File: config.mk
export PLATFORM = sky130hd
export DESIGN_NAME = line_sensor_filter
export DESIGN_NICKNAME = d
export VERILOG_FILES = /design/src/rtl/line_sensor_filter_pkg.sv /design/src/rtl/line_sensor_filter_avg.sv /design/src/rtl/line_sensor_filter.sv
export SDC_FILE = /design/constraint.sdc
export NUM_CORES = 1
export LEC_CHECK = 0
export CAP_MARGIN = 20
export CORE_ASPECT_RATIO = 1.5
export CORE_MARGIN = 4
export CORE_UTILIZATION = 30
export CTS_CLUSTER_SIZE = 25
export DETAILED_ROUTE_END_ITERATION = 6
export PLACE_DENSITY_LB_ADDON = 0.15
export SYNTH_ARGS = -nofsm -noshare
export SYNTH_HDL_FRONTEND = slang
export SYNTH_SLANG_ARGS = --single-unit
File: constraint.sdc
create_clock -name sclk -period 2.9 [get_ports sclk]
set_clock_uncertainty 0.15 [all_clocks]
set_input_delay 0.29 -clock sclk [delete_from_list [all_inputs] [get_ports sclk]]
set_output_delay 0.29 -clock sclk [all_outputs]
set_load 0.005 [all_outputs]
File: src/rtl/line_sensor_filter_pkg.sv
// Shared constants and types for the line sensor filter.
package line_sensor_filter_pkg;

    localparam int ADC_W  = 12;
    localparam int NUM_CH = 3;

    // LINE_BITS is {CH1, CH2, CH3}; bit index of each channel.
    localparam int CH1_BIT = 2;
    localparam int CH2_BIT = 1;
    localparam int CH3_BIT = 0;

    localparam logic [NUM_CH-1:0] LINE_ALL_BLACK = 3'b111;
    localparam logic [NUM_CH-1:0] LINE_ALL_WHITE = 3'b000;

    typedef enum logic [1:0] {
        ST_FOLLOW    = 2'd0,
        ST_NODE_SEEN = 2'd1,
        ST_LOST      = 2'd2
    } fsm_state_e;

endpackage

File: src/rtl/line_sensor_filter_avg.sv
// One sensor channel: block accumulator, averaged value and hysteresis bit.
module sensor_avg_hyst
    import line_sensor_filter_pkg::*;
#(
    parameter int               AVG_LOG2 = 4,
    parameter logic [ADC_W-1:0] TH_HI    = 12'd2000,
    parameter logic [ADC_W-1:0] TH_LO    = 12'd1600
) (
    input  logic             sclk,
    input  logic             rst,
    input  logic             tick,
    input  logic             last,
    input  logic [ADC_W-1:0] adc_data,
    output logic [ADC_W-1:0] avg,
    output logic             line_bit
);

    // Wide enough for 2**AVG_LOG2 full-scale samples, so the sum never wraps.
    localparam int ACC_W = ADC_W + AVG_LOG2;

    logic [ACC_W-1:0] acc;
    logic [ACC_W-1:0] sum;
    logic [ADC_W-1:0] avg_nxt;
    logic             bit_nxt;

    // Running sum including the sample presented this tick; truncating divide.
    always_comb begin
        sum     = acc + ACC_W'(adc_data);
        avg_nxt = sum[ACC_W-1:AVG_LOG2];
    end

    // Hysteresis on the new average; inside the band the previous bit holds.
    always_comb begin
        bit_nxt = line_bit;
        if (avg_nxt >= TH_HI)
            bit_nxt = 1'b1;
        else if (avg_nxt <= TH_LO)
            bit_nxt = 1'b0;
    end

    // Accumulate on every tick; on the last sample publish and restart the block.
    always_ff @(posedge sclk) begin
        if (rst) begin
            acc      <= '0;
            avg      <= '0;
            line_bit <= 1'b0;
        end else if (tick) begin
            if (last) begin
                acc      <= '0;
                avg      <= avg_nxt;
                line_bit <= bit_nxt;
            end else begin
                acc <= sum;
            end
        end
    end

endmodule

File: src/rtl/line_sensor_filter.sv
// Line sensor filter: sample divider, 3 averaging/hysteresis channels,
// node / line-loss confirmation FSM.
module line_sensor_filter
    import line_sensor_filter_pkg::*;
#(
    parameter int               SAMPLE_DIV   = 48,
    parameter int               AVG_LOG2     = 4,
    parameter logic [ADC_W-1:0] TH_HI        = 12'd2000,
    parameter logic [ADC_W-1:0] TH_LO        = 12'd1600,
    parameter int               NODE_CONFIRM = 3
) (
    input  logic              sclk,
    input  logic              rst,
    input  logic [ADC_W-1:0]  ADC_DATA_CH1,
    input  logic [ADC_W-1:0]  ADC_DATA_CH2,
    input  logic [ADC_W-1:0]  ADC_DATA_CH3,
    output logic [ADC_W-1:0]  AVG_CH1,
    output logic [ADC_W-1:0]  AVG_CH2,
    output logic [ADC_W-1:0]  AVG_CH3,
    output logic              AVG_VALID,
    output logic [NUM_CH-1:0] LINE_BITS,
    output logic              NODE_PULSE,
    output logic [7:0]        NODE_COUNT,
    output logic              LINE_LOST
);

    if (TH_LO >= TH_HI) begin : g_th_check
        $error("line_sensor_filter: TH_LO must be below TH_HI");
    end

    localparam int DIV_W      = (SAMPLE_DIV > 1) ? $clog2(SAMPLE_DIV) : 1;
    localparam int CNT_W      = $clog2(NODE_CONFIRM + 1);
    localparam int VLD_STAGES = 0;
    localparam logic [CNT_W-1:0] CONFIRM = CNT_W'(NODE_CONFIRM);

    logic [DIV_W-1:0]              div_cnt;
    logic [AVG_LOG2-1:0]           smp_cnt;
    logic                          tick;
    logic                          last;
    logic                          final_tick;
    logic [VLD_STAGES:0]           vld_pipe;

    logic [NUM_CH-1:0][ADC_W-1:0]  adc_data;
    logic [NUM_CH-1:0][ADC_W-1:0]  avg;
    logic [NUM_CH-1:0]             line_bits;

    fsm_state_e                    state, state_nxt;
    logic [CNT_W-1:0]              blk_cnt, blk_nxt;
    logic [CNT_W-1:0]              wht_cnt, wht_nxt;
    logic                          node_pulse;
    logic [7:0]                    node_count;

    assign tick       = (div_cnt == DIV_W'(SAMPLE_DIV - 1));
    assign last       = &smp_cnt;
    assign final_tick = tick & last;
    assign adc_data   = {ADC_DATA_CH1, ADC_DATA_CH2, ADC_DATA_CH3};

    // Sample divider: free-running 0..SAMPLE_DIV-1.
    always_ff @(posedge sclk) begin
        if (rst)
            div_cnt <= '0;
        else if (tick)
            div_cnt <= '0;
        else
            div_cnt <= div_cnt + DIV_W'(1);
    end

    // Samples taken in the current block; all-ones marks the block's last sample.
    always_ff @(posedge sclk) begin
        if (rst)
            smp_cnt <= '0;
        else if (tick)
            smp_cnt <= smp_cnt + AVG_LOG2'(1);
    end

    // AVG_VALID trails the final tick by one cycle, aligned with the new averages.
    always_ff @(posedge sclk) begin
        if (rst)
            vld_pipe <= '0;
        else
            vld_pipe[0] <= final_tick;
    end

    for (genvar i = 0; i < NUM_CH; i++) begin : g_ch
        sensor_avg_hyst #(
            .AVG_LOG2 (AVG_LOG2),
            .TH_HI    (TH_HI),
            .TH_LO    (TH_LO)
        ) u_ch (
            .sclk     (sclk),
            .rst      (rst),
            .tick     (tick),
            .last     (last),
            .adc_data (adc_data[i]),
            .avg      (avg[i]),
            .line_bit (line_bits[i])
        );
    end

    // FSM state, confirm counters and registered node pulse / count.
    always_ff @(posedge sclk) begin
        if (rst) begin
            state      <= ST_FOLLOW;
            blk_cnt    <= '0;
            wht_cnt    <= '0;
            node_pulse <= 1'b0;
            node_count <= '0;
        end else begin
            state      <= state_nxt;
            blk_cnt    <= blk_nxt;
            wht_cnt    <= wht_nxt;
            node_pulse <= (state == ST_FOLLOW) && (state_nxt == ST_NODE_SEEN);
            if ((state == ST_FOLLOW) && (state_nxt == ST_NODE_SEEN))
                node_count <= node_count + 8'd1;
        end
    end

    // Next state: only evaluated on a fresh average, using the just-updated bits.
    always_comb begin
        state_nxt = state;
        blk_nxt   = blk_cnt;
        wht_nxt   = wht_cnt;
        if (vld_pipe[0]) begin
            if (line_bits == LINE_ALL_BLACK)
                blk_nxt = (blk_cnt == CONFIRM) ? CONFIRM : blk_cnt + CNT_W'(1);
            else
                blk_nxt = '0;
            if (line_bits == LINE_ALL_WHITE)
                wht_nxt = (wht_cnt == CONFIRM) ? CONFIRM : wht_cnt + CNT_W'(1);
            else
                wht_nxt = '0;

            case (state)
                ST_FOLLOW: begin
                    if (blk_nxt == CONFIRM)
                        state_nxt = ST_NODE_SEEN;
                    else if (wht_nxt == CONFIRM)
                        state_nxt = ST_LOST;
                end
                ST_NODE_SEEN: begin
                    if (line_bits != LINE_ALL_BLACK)
                        state_nxt = ST_FOLLOW;
                end
                ST_LOST: begin
                    if (line_bits != LINE_ALL_WHITE)
                        state_nxt = ST_FOLLOW;
                end
                default: state_nxt = ST_FOLLOW;
            endcase
        end
    end

    // Output decode.
    always_comb begin
        AVG_CH1    = avg[CH1_BIT];
        AVG_CH2    = avg[CH2_BIT];
        AVG_CH3    = avg[CH3_BIT];
        AVG_VALID  = vld_pipe[0];
        LINE_BITS  = line_bits;
        NODE_PULSE = node_pulse;
        NODE_COUNT = node_count;
        LINE_LOST  = (state == ST_LOST);
    end

endmodule

==> impl_metrics.env <==
export IMPL_post_route_util=0.4421
export IMPL_io_buffers=87
export IMPL_antenna_found_initial=0
export IMPL_worstPathRequired_ns=3.06
export IMPL_drcViolationCount=0
export IMPL_fin_crit_ns=2.824
export IMPL_area_growth_pct=43.85
export IMPL_grt_pass1_wl_um=28030
export IMPL_synth_top_family_by_area="compound AO/OA/AOI/OAI gates"
export IMPL_cts_sink_count=113
export IMPL_postRouteAntennaNets=0
export IMPL_synth_simple_area_share=0.1780
export IMPL_synth_flop_cell="dfxtp_1"
export IMPL_cp_cell_sequence="clkdlybuf4s50_1 > ha_1 > a211oi_1 > o21ai_2 > nand2_2 > xnor2_1 > or4_1 > a211o_1 > a21bo_1 > a31o_1"
export IMPL_cts_tree="done"
export IMPL_io_pins=88
export IMPL_hpwl_um=12580
export IMPL_yosysWarnings=0
export IMPL_ys_top_cells_by_area="dfxtp_1 38%, ha_1 8.3%, nand2_1 5.9%"
export IMPL_final_cells=1132
export IMPL_yosys_cell_count_top_type="dfxtp_1"
export IMPL_cp_arrival_ns=2.98
export IMPL_grt_pass1_vias=5751
export IMPL_viasPerCell=4.906
export IMPL_htreeDepth=4
export IMPL_cp_slowest_stage_delay_ns=0.54
export IMPL_leakagePower_nw=3.415
export IMPL_antennaDiodeCount=0
export IMPL_cts_buffers=17
export IMPL_startpoint_type="input pin"
export IMPL_synth_top_cell_area_share=0.3826
export IMPL_cts_buffer_depth=2
export IMPL_vias=5554
export IMPL_min_path_cells=3
export IMPL_power_per_cell_area_mw_per_mm2=467.4
export IMPL_synth_seq_cells=113
export IMPL_holdBufCountCts=0
export IMPL_worst_pin_slew_ns=0.6625
export IMPL_synthXorXnorAreaFrac=0.07259
export IMPL_seq_area_sq_mm=0.002263
export IMPL_wl_per_cell_um=15.10
export IMPL_worst_slew_margin_rel=0.5584
export IMPL_crit_fanout=2
export IMPL_ir_drop_mv=0.3288
export IMPL_syn_area_per_cell_sq_um=8.643
export IMPL_maxSlewViolCount=0
export IMPL_first_iter_violations=271
export IMPL_crit_type="in2reg"
export IMPL_asyncSetResetFlopFracSynth=0
export IMPL_finalNetCount=943
export IMPL_synth_compound_area_share=0.2303
export IMPL_synth_top_cell_by_area="dfxtp_1"
export IMPL_final_layout_size_suffix_gt1_frac=0.1975
export IMPL_firstDrtPassIters=5
export IMPL_hold_viol=0
export IMPL_placed_cells=1096
export IMPL_syn_inst=684
export IMPL_r2r_cells=11
export IMPL_grt_usage=0.1600
export IMPL_end_kind="flop"
export IMPL_synthDistinctLibCells=64
export IMPL_rr_startpoint="g_ch[0].u_ch.acc[0]$_SDFFE_PP0N_"
export IMPL_synth_nets=764
export IMPL_multiInputGateArea_sq_mm=0.003588
export IMPL_r2r_end="g_ch[0].u_ch.line_bit$_SDFFE_PP0P_"
export IMPL_rsz0062_at_grt="yes"
export IMPL_place_gp_congestion=0.8664
export IMPL_fp_dieW_um=122.6
export IMPL_ys_seq_area_frac=0.3826
export IMPL_filler_cell_count=1980
export IMPL_syn_cell_area_sq_mm=0.005912
export IMPL_fin_crit_sh=0.9738
export IMPL_gr_total_overflow=0
export IMPL_synth_mux_area_frac=0.01228
export IMPL_synthAdderAreaFrac=0.09270
export IMPL_setup_viol=0
export IMPL_clk_latency_ns=0.42
export IMPL_ff2ff_setup_slack_ns=0.11
export IMPL_hold_end="g_ch[0].u_ch.acc[0]$_SDFFE_PP0N_"
export IMPL_grt_max_degree=63
export IMPL_coreArea_sq_mm=0.01924
export IMPL_worstHoldPathType="in2reg"
export IMPL_dieArea_sq_mm=0.02206
export IMPL_synthTopCellsByCount="113 x dfxtp_1, 93 x nand2_1, 67 x nor2_1"
export IMPL_clock_fmax_mhz=354.1
export IMPL_cts_root_buffer="clkbuf_16"
export IMPL_crit_slowest_cell="or4_1"
export IMPL_row_count=62
export IMPL_die_y_um=179.9
export IMPL_clk_pin_slew_ns=0.06
export IMPL_worst_hold_startpoint="ADC_DATA_CH3[0]"
export IMPL_synth_edf_count=0
export IMPL_initial_core_util=0.3073
export IMPL_wirelength_um=17100
export IMPL_max_cap_violations=0
export IMPL_status="finished clean"
==> worst max-delay path: cells and delay by family <==
| kind | cells | cell delay, ns |
|---|---|---|
| buf+inv | 1 | 0.46 |
| compound gates | 5 | 1.18 |
| simple gates | 2 | 0.63 |
| xor+xnor | 1 | 0.08 |
| fa+ha+maj | 1 | 0.34 |
==> metrics by stage <==
| stage | setup slack (ns) | instance area (sq um) | TNS (ns) | power (mW) | hold slack (ns) |
|---|---|---|---|---|---|
| after CTS | 0.006434 | 8358 | 0 | 4.025 | 0.1773 |
| after floorplan | 0.07558 | 5912 | 0 | 1.704 | 0.2632 |
| after global placement | -0.4303 | 7727 | -2.691 | 1.839 | 0.2736 |
| final | 0.07600 | 8504 | 0 | 3.975 | 0.1379 |
| after detailed placement | -0.5018 | 7727 | -3.383 | 1.842 | 0.2910 |
| after global routing | -0.03705 | 8504 | -0.03705 | 4.134 | 0.1238 |
==> how the worst max path moves through the flow <==
stage	end	cells after the start	slack (ns)	start
after floorplan	g_ch[1].u_ch.line_bit$_SDFFE_PP0P_	11	0.08	g_ch[1].u_ch.acc[0]$_SDFFE_PP0N_
after global placement	g_ch[0].u_ch.line_bit$_SDFFE_PP0P_	12	-0.43	ADC_DATA_CH3[0]
after detailed placement	g_ch[0].u_ch.line_bit$_SDFFE_PP0P_	12	-0.50	ADC_DATA_CH3[0]
after CTS	g_ch[0].u_ch.line_bit$_SDFFE_PP0P_	11	0.006	g_ch[0].u_ch.acc[0]$_SDFFE_PP0N_
after global routing	g_ch[0].u_ch.line_bit$_SDFFE_PP0P_	11	-0.04	g_ch[0].u_ch.acc[0]$_SDFFE_PP0N_
final	g_ch[0].u_ch.line_bit$_SDFFE_PP0P_	10	0.08	ADC_DATA_CH3[1]
==> power breakdown <==
| group | leakage [nW] | total [mW] | internal, mW | switching, mW |
|---|---|---|---|---|
| clock network | 0.284 | 2.16 | 1.40 | 0.761 |
| registers | 0.911 | 1.56 | 1.56 | 0.00214 |
| logic | 2.22 | 0.259 | 0.136 | 0.123 |
| total | 3.42 | 3.98 | 3.09 | 0.886 |
==> state kept, by name, summed over array words and instances, names as in the netlist <==
| name | count |
|---|---|
| g_ch.u_ch.acc | 48 |
| NODE_COUNT | 8 |
| wht_cnt | 2 |
| blk_cnt | 2 |
| smp_cnt | 4 |
| AVG_VALID | 1 |
| g_ch.u_ch.avg | 36 |
| NODE_PULSE | 1 |
| g_ch.u_ch.line_bit | 3 |
| state | 2 |
| div_cnt | 6 |
==> cell type report <==
cell class,instances,area share
Timing Repair Buffer,193,0.1966
Clock buffer,20,0.05370
Multi-Input combinational cell,526,0.4220
Tap cell,256,0.03766
Sequential cell,113,0.2661
Inverter,12,0.005296
Clock inverter,12,0.01868
==> layout by cell type, fill, tap and decap left out, drive strengths merged, types with 3 or more instances in the layout <==
cell and n:
nor3 13, a31o 3, o21bai 3, dfxtp 113
or3 3, a211o 3, nor2 68, o21a 12
a31oi 5, nand2 94, a22o 26, fa 3
xnor2 25, nor2b 4, nand2b 8, nor3b 3
o21ai 33, and2 7, a21oi 48, buf 107
nand3 9, o211ai 5, a2111oi 3, and3 4
nand4 7, o22ai 3, a211oi 17, clkbuf 20
xor2 24, inv 12, o31ai 9, clkinv 4
a21o 12, bufinv 3, mux2i 5, clkinvlp 5
clkdlybuf4s50 85, ha 39
==> kinds of logic (layout without fill, tap and decap cells) <==
family,after synthesis,after routing
AOI/OAI and AO/OA,197,197
adders and majority gates,42,42
xor gates and xnor gates,49,49
DFF,113,113
and+or+nand+nor,232,232
muxes,6,6
buffers and inverters,45,237
==> routing by layer <==
metal	vias up	wire, um	global-route usage
li1	2817	-	-
met5	-	0	0
met3	39	555	0.03396
met1	2591	6958	0.1786
met4	0	551	0.07354
met2	107	9032	0.2850
==> what timing repair did <==
action                     in CTS  in global routing
gates resized for setup         4                 24
pin swaps                       1                 11
setup endpoints to repair       2                  3
setup buffers                   0                  3
Power figures use the tool's default switching activity.
